==> src/rtl/response_framer_if.sv <==
// Response-frame push channel between the response logic (master) and the framer (slave).
interface response_framer_if;
    logic       RespValid;
    logic [7:0] RespCode;
    logic [7:0] RespData;
    logic       RespReady;

    modport master (
        output RespValid,
        output RespCode,
        output RespData,
        input  RespReady
    );

    modport slave (
        input  RespValid,
        input  RespCode,
        input  RespData,
        output RespReady
    );
endinterface

==> src/rtl/response_framer.sv <==
// Buffers 2-byte response frames in a small FIFO and serializes them to a UART
// transmitter, code byte first, with a per-byte TxDone watchdog.
module response_framer #(
    parameter int DEPTH_LOG2 = 2,
    parameter int TIMEOUT    = 100000
) (
    input  logic                  Clk,
    input  logic                  Rst_n,
    response_framer_if.slave      resp,
    output logic [7:0]            TxData,
    output logic                  TxEn,
    input  logic                  TxDone,
    output logic                  Busy,
    output logic [DEPTH_LOG2:0]   Level,
    output logic                  Overflow,
    output logic                  TxErr,
    output logic [7:0]            FrameCnt
);

    localparam int DEPTH = 1 << DEPTH_LOG2;
    localparam int WD_W  = (TIMEOUT < 1) ? 1 : $clog2(TIMEOUT + 1);

    localparam logic [DEPTH_LOG2:0]   FULL_LEVEL = (DEPTH_LOG2 + 1)'(DEPTH);
    localparam logic [DEPTH_LOG2:0]   LEVEL_ONE  = (DEPTH_LOG2 + 1)'(1);
    localparam logic [DEPTH_LOG2:0]   LEVEL_ZERO = (DEPTH_LOG2 + 1)'(0);
    localparam logic [DEPTH_LOG2-1:0] PTR_ONE    = DEPTH_LOG2'(1);
    localparam logic [DEPTH_LOG2-1:0] PTR_ZERO   = DEPTH_LOG2'(0);
    localparam logic [WD_W-1:0]       WD_LIMIT   = WD_W'(TIMEOUT);
    localparam logic [WD_W-1:0]       WD_ONE     = WD_W'(1);
    localparam logic [WD_W-1:0]       WD_ZERO    = WD_W'(0);

    typedef enum logic [2:0] {
        ST_IDLE    = 3'd0,
        ST_SEND_HI = 3'd1,
        ST_WAIT_HI = 3'd2,
        ST_SEND_LO = 3'd3,
        ST_WAIT_LO = 3'd4,
        ST_POP     = 3'd5,
        ST_ABORT   = 3'd6
    } state_t;

    state_t                  state_r;
    state_t                  next_state_s;

    logic [15:0]             mem_r [DEPTH];
    logic [DEPTH_LOG2-1:0]   wr_ptr_r;
    logic [DEPTH_LOG2-1:0]   rd_ptr_r;
    logic [DEPTH_LOG2:0]     level_r;
    logic [15:0]             head_s;
    logic                    ready_s;
    logic                    push_s;
    logic                    pop_s;

    logic                    txd_q_r;
    logic                    txd_rise_s;
    logic [WD_W-1:0]         wd_r;
    logic                    wd_expired_s;

    logic [7:0]              tx_data_r;
    logic                    tx_en_r;
    logic                    busy_r;
    logic                    overflow_r;
    logic                    tx_err_r;
    logic [7:0]              frame_cnt_r;

    // Ready is judged on start-of-cycle occupancy, so a same-cycle pop never frees room for a push
    assign ready_s        = (level_r != FULL_LEVEL);
    assign push_s         = resp.RespValid & ready_s;
    assign pop_s          = (state_r == ST_POP) || (state_r == ST_ABORT);
    assign head_s         = mem_r[rd_ptr_r];
    assign txd_rise_s     = TxDone & ~txd_q_r;
    assign wd_expired_s   = (wd_r >= WD_LIMIT);

    assign resp.RespReady = ready_s;
    assign TxData         = tx_data_r;
    assign TxEn           = tx_en_r;
    assign Busy           = busy_r;
    assign Level          = level_r;
    assign Overflow       = overflow_r;
    assign TxErr          = tx_err_r;
    assign FrameCnt       = frame_cnt_r;

    // Frame storage: {code, data} written at the write pointer
    always_ff @(posedge Clk) begin
        if (!Rst_n) begin
            for (int i = 0; i < DEPTH; i++) begin
                mem_r[i] <= 16'h0000;
            end
        end else if (push_s) begin
            mem_r[wr_ptr_r] <= {resp.RespCode, resp.RespData};
        end else begin
            mem_r[wr_ptr_r] <= mem_r[wr_ptr_r];
        end
    end

    // Pointers wrap naturally; a simultaneous push and pop leave the level unchanged
    always_ff @(posedge Clk) begin
        if (!Rst_n) begin
            wr_ptr_r <= PTR_ZERO;
            rd_ptr_r <= PTR_ZERO;
            level_r  <= LEVEL_ZERO;
        end else begin
            if (push_s) begin
                wr_ptr_r <= wr_ptr_r + PTR_ONE;
            end else begin
                wr_ptr_r <= wr_ptr_r;
            end
            if (pop_s) begin
                rd_ptr_r <= rd_ptr_r + PTR_ONE;
            end else begin
                rd_ptr_r <= rd_ptr_r;
            end
            case ({push_s, pop_s})
                2'b10:   level_r <= level_r + LEVEL_ONE;
                2'b01:   level_r <= level_r - LEVEL_ONE;
                default: level_r <= level_r;
            endcase
        end
    end

    // TxDone history for rising-edge detection
    always_ff @(posedge Clk) begin
        if (!Rst_n) begin
            txd_q_r <= 1'b0;
        end else begin
            txd_q_r <= TxDone;
        end
    end

    // Watchdog: cleared when a byte is launched, counts only while waiting, saturates at the limit
    always_ff @(posedge Clk) begin
        if (!Rst_n) begin
            wd_r <= WD_ZERO;
        end else begin
            case (state_r)
                ST_SEND_HI, ST_SEND_LO: wd_r <= WD_ZERO;
                ST_WAIT_HI, ST_WAIT_LO: begin
                    if (wd_r < WD_LIMIT) begin
                        wd_r <= wd_r + WD_ONE;
                    end else begin
                        wd_r <= wd_r;
                    end
                end
                default:                wd_r <= wd_r;
            endcase
        end
    end

    // FSM state register
    always_ff @(posedge Clk) begin
        if (!Rst_n) begin
            state_r <= ST_IDLE;
        end else begin
            state_r <= next_state_s;
        end
    end

    // FSM next state; a TxDone rise takes priority over a same-cycle timeout
    always_comb begin
        next_state_s = state_r;
        case (state_r)
            ST_IDLE: begin
                if (level_r != LEVEL_ZERO) begin
                    next_state_s = ST_SEND_HI;
                end else begin
                    next_state_s = ST_IDLE;
                end
            end
            ST_SEND_HI: next_state_s = ST_WAIT_HI;
            ST_WAIT_HI: begin
                if (txd_rise_s) begin
                    next_state_s = ST_SEND_LO;
                end else if (wd_expired_s) begin
                    next_state_s = ST_ABORT;
                end else begin
                    next_state_s = ST_WAIT_HI;
                end
            end
            ST_SEND_LO: next_state_s = ST_WAIT_LO;
            ST_WAIT_LO: begin
                if (txd_rise_s) begin
                    next_state_s = ST_POP;
                end else if (wd_expired_s) begin
                    next_state_s = ST_ABORT;
                end else begin
                    next_state_s = ST_WAIT_LO;
                end
            end
            ST_POP:     next_state_s = ST_IDLE;
            ST_ABORT:   next_state_s = ST_IDLE;
            default:    next_state_s = ST_IDLE;
        endcase
    end

    // Outputs are registered from the next state so TxEn/TxErr/Busy coincide with their states
    always_ff @(posedge Clk) begin
        if (!Rst_n) begin
            tx_data_r   <= 8'h00;
            tx_en_r     <= 1'b0;
            busy_r      <= 1'b0;
            overflow_r  <= 1'b0;
            tx_err_r    <= 1'b0;
            frame_cnt_r <= 8'h00;
        end else begin
            tx_en_r    <= (next_state_s == ST_SEND_HI) || (next_state_s == ST_SEND_LO);
            busy_r     <= (next_state_s != ST_IDLE);
            tx_err_r   <= (next_state_s == ST_ABORT);
            overflow_r <= resp.RespValid & ~ready_s;
            case (next_state_s)
                ST_SEND_HI: tx_data_r <= head_s[15:8];
                ST_SEND_LO: tx_data_r <= head_s[7:0];
                default:    tx_data_r <= tx_data_r;
            endcase
            if (state_r == ST_POP) begin
                frame_cnt_r <= frame_cnt_r + 8'd1;
            end else begin
                frame_cnt_r <= frame_cnt_r;
            end
        end
    end

endmodule

==> src/flat_wrapper.sv <==
// flat-port wrapper written by rule: the top's interface ports become plain ports
module response_framer_flat 
#(
    parameter int DEPTH_LOG2 = 2,
    parameter int TIMEOUT    = 100000
)
  (Clk, Rst_n, TxData, TxEn, TxDone, Busy, Level, Overflow, TxErr, FrameCnt, resp_RespValid, resp_RespCode, resp_RespData, resp_RespReady);
  response_framer_if resp_i ();
  input  logic Clk;
  input  logic Rst_n;
  output logic [7:0] TxData;
  output logic TxEn;
  input  logic TxDone;
  output logic Busy;
  output logic [DEPTH_LOG2:0] Level;
  output logic Overflow;
  output logic TxErr;
  output logic [7:0] FrameCnt;
  input wire logic [$bits(resp_i.RespValid)-1:0] resp_RespValid;
  input wire logic [$bits(resp_i.RespCode)-1:0] resp_RespCode;
  input wire logic [$bits(resp_i.RespData)-1:0] resp_RespData;
  output wire logic [$bits(resp_i.RespReady)-1:0] resp_RespReady;
  assign resp_i.RespValid = resp_RespValid;
  assign resp_i.RespCode = resp_RespCode;
  assign resp_i.RespData = resp_RespData;
  assign resp_RespReady = resp_i.RespReady;
  response_framer #(.DEPTH_LOG2(DEPTH_LOG2), .TIMEOUT(TIMEOUT)) u_core (.Clk(Clk), .Rst_n(Rst_n), .resp(resp_i), .TxData(TxData), .TxEn(TxEn), .TxDone(TxDone), .Busy(Busy), .Level(Level), .Overflow(Overflow), .TxErr(TxErr), .FrameCnt(FrameCnt));
endmodule
==> config.mk <==
export PLATFORM = sky130hd
export DESIGN_NAME = response_framer_flat
export DESIGN_NICKNAME = d
export VERILOG_FILES = /design/src/rtl/response_framer_if.sv /design/src/rtl/response_framer.sv /design/src/flat_wrapper.sv
export SDC_FILE = /design/constraint.sdc
export NUM_CORES = 1
export LEC_CHECK = 0
export ABC_AREA = 1
export BUFFER_PORTS_ARGS = -buffer_cell sky130_fd_sc_hd__buf_2
export CAP_MARGIN = 20
export CELL_PAD_IN_SITES_DETAIL_PLACEMENT = 1
export CELL_PAD_IN_SITES_GLOBAL_PLACEMENT = 2
export CORE_AREA = 2 2 154 119
export DETAILED_ROUTE_END_ITERATION = 12
export DIE_AREA = 0 0 156 121
export PLACE_DENSITY = 0.78
export SLEW_MARGIN = 20
export SYNTH_ARGS = -nofsm -noshare
export SYNTH_HDL_FRONTEND = slang
export SYNTH_SLANG_ARGS = --single-unit
==> constraint.sdc <==
create_clock -name Clk -period 2.2 [get_ports Clk]
set_clock_uncertainty 0.15 [all_clocks]
set_input_delay 0.11 -clock Clk [delete_from_list [all_inputs] [get_ports Clk]]
set_output_delay 0.11 -clock Clk [all_outputs]
set_load 0.01 [all_outputs]
==> impl_metrics.ini <==
[status]
status = finished clean

[clocking]
max-clock-path-buffers = 2
clock-sinks = 114
path_clk_slew_ns = 0.05
numCtsBuffers = 17
clock_tree.root_cell = clkbuf_16
clock_latency_ns = 0.42
htreeDepth = 4
cts_tree = yes
postCtsSetupBuffers = 0

[floorplanning]
std_cell_rows = 42
die-area_sq_um = 18880
die_x_um = 156
start_util_pct = 31.56
core_area_sq_um = 17290
io_pins = 44
die_y_um = 121

[worst_setup_path]
worstSetupPathType = reg2reg
cp-startpoint = u_core.Level[0]
rr_startpoint = u_core.Level[0]
worstPathMaxFanout = 5
required_ns = 2.35
startpoint_type = flop
crit_arrival_ns = 2.19
end_kind = flop

[pwr]
fin_total_pwr_w = 0.005916
power.density_nw_per_um2 = 873.2
power.leakage_nw = 2.776
peakVddDrop_mv = 0.4916

[global_route]
grt_pass1_wl_um = 25220
overflow = 0
grt_pass1_vias = 4908
track_usage_pct = 17.64
grt_max_degree = 33
antenna_found_initial = 0

[layout]
layout_commonest_cell = nand2_1
nNetsFinal = 772
layout.area.seq_sq_um = 2925
drive_gt1_share_pct = 16.71
nFillCells = 2046
area_growth_syn_to_layout_pct = 24.17
insertedDiodeCount = 0
final_cell_mix = 156 x nand2_1, 111 x nor2_1, 82 x inv_1
multi_input_area_sq_um = 2072
utilization_pct = 39.19
final-instance-count-excl-fill = 980

[timing]
maxSlewViolCount = 0
relSlewSlack_pct = 53.63
fin_crit_sh_pct = 92.35
max_freq_mhz = 492.2
setup_viol = 0
max_slew.worst_pin.slew_ns = 0.6948
final-hold-violation-count = 0
layout_min_cycle_time_ns = 2.032
setup_ws_ns = 0.1684

[routing]
first_pass_iters = 4
ant_nets = 0
avgRoutedWirePerCell_um = 15.85
vias = 4654
viasPerCell = 4.749
first_iter_violations = 268
wl_um = 15540
route.detailed.drc = 0

[placed_design]
io_buffers = 43
place_inst = 927
gp_congestion = 0.8424
dp_hpwl_um = 10230
dp_slack_ns = -0.01063

[synthesis]
synthesis.nets = 694
yosysTopAreaCell = edfxtp_1
yosysWarnings = 0
synth_cell_type_count = 35
synth.avg_cell_area_sq_um = 8.156
netlist_area_sq_um = 5456
synth_top_area_share_pct = 35.22
synth.top_cells.by_area = edfxtp_1 35%, dfxtp_1 18%, nand2_1 11%, nor2_1 7.6%, nand3_1 6.1%
synthCells = 669
synth_seq_cells = 114
yosysSeqAreaShare_pct = 53.57

[min_path]
hp-class = reg2reg
hold_start = u_core.FrameCnt[7]

[run]
maxCapViolCount = 0
-- per-stage QoR --
step / setup TNS (ns) / hold WS, ns / instance area [sq um]
6_report: 0 / 0.3163 / 6775
5_1_grt: -0.01805 / 0.3389 / 6775
4_1_cts: 0 / 0.3195 / 6769
3_5_place_dp: -0.01063 / 0.1744 / 5959
3_3_place_gp: 0 / 0.1580 / 5959
2_1_floorplan: 0 / 0.05345 / 5456
-- kinds of logic (layout without fill, tap and decap cells) --
kind of cell	count (synthesis)	after routing	synth area share (%)
AOI/OAI and AO/OA	68	68	7.040
xor gates and xnor gates	5	5	0.8025
adders and majority gates	5	5	1.284
buffers and inverters	111	202	8.553
DFF	114	114	53.57
and+or+nand+nor	366	366	28.75
-- where the power goes --
group / leakage (nW) / internal [W] / switching [W]
Combinational: 1.41 / 0.000193 / 0.000437
Sequential: 1.07 / 0.00239 / 0.0000653
Clock: 0.296 / 0.00187 / 0.000968
Total: 2.78 / 0.00445 / 0.00147
-- worst max-delay path, stage by stage, from the launching register on --
cell	delay, ns
dfxtp_1	0.34
nor3_2	0.22
inv_1	0.08
nand2_1	0.10
ha_1	0.15
inv_1	0.07
fa_1	0.38
a21oi_1	0.15
o21ai_1	0.10
o21ai_1	0.13
a21oi_1	0.05
-- final timing paths --
path                             end  slack [ns]  cells past startpoint
setup / recovery     u_core.Level[2]        0.17                     10
hold / removal    u_core.FrameCnt[7]        0.32                      2
setup reg to reg     u_core.Level[2]        0.17                     10
hold reg to reg   u_core.FrameCnt[7]        0.32                      2
-- flip-flops by register name (all words and copies together), names as in the netlist, 2 cells and up, named ones only --
signal,cells
u_core.TxData,8
u_core.state_r,3
u_core.Level,3
u_core.FrameCnt,8
u_core.mem_r,64
u_core.wr_ptr_r,2
u_core.rd_ptr_r,2
u_core.wd_r,17
-- repair_timing --
action	4_1_cts	5_1_grt
setup endpoints to repair	1	1
endpoints found under the hold margin	38	0
resized for setup	1	5
hold buffers	21	0
-- layout make-up --
class                      instances  area share [%]
sequential                       114           43.18
multi-input combinational        444           30.58
timing repair buffer              81           8.347
clock buffer                      18           6.334
inverter                          89           5.005
tap                              220           4.063
clock inverter                    14           2.493
-- synthesized netlist by cell type --
cell      number
o21ai_1        5
buf_2          8
inv_2          3
xnor2_1        1
nand4_1        4
o21a_1         1
buf_6          1
nand2_2       10
nor2_2         2
o21ai_0       18
nand3_1       67
nand2_4        2
a21oi_2        9
buf_1          1
buf_8          1
buf_12         1
clkbuf_1      10
clkinv_1       1
inv_1         83
nor2_1       111
inv_4          2
dfxtp_1       50
fa_1           1
xor2_1         4
a21oi_1       32
nor3_1         6
nor3b_1        1
ha_1           4
a21boi_0       1
edfxtp_1      64
o21bai_1       2
nand2_1      156
nor2_4         1
nor3_2         1
nand3_2        5
-- routing by layer --
| metal | routed length, um | global-route usage (%) |
|---|---|---|
| met1 | 7362 | 23.46 |
| met2 | 7218 | 27.60 |
| met3 | 803 | 4.714 |
| met4 | 150 | 6.651 |
| met5 | 0 | 0 |
(Power assumes the default switching activity.)
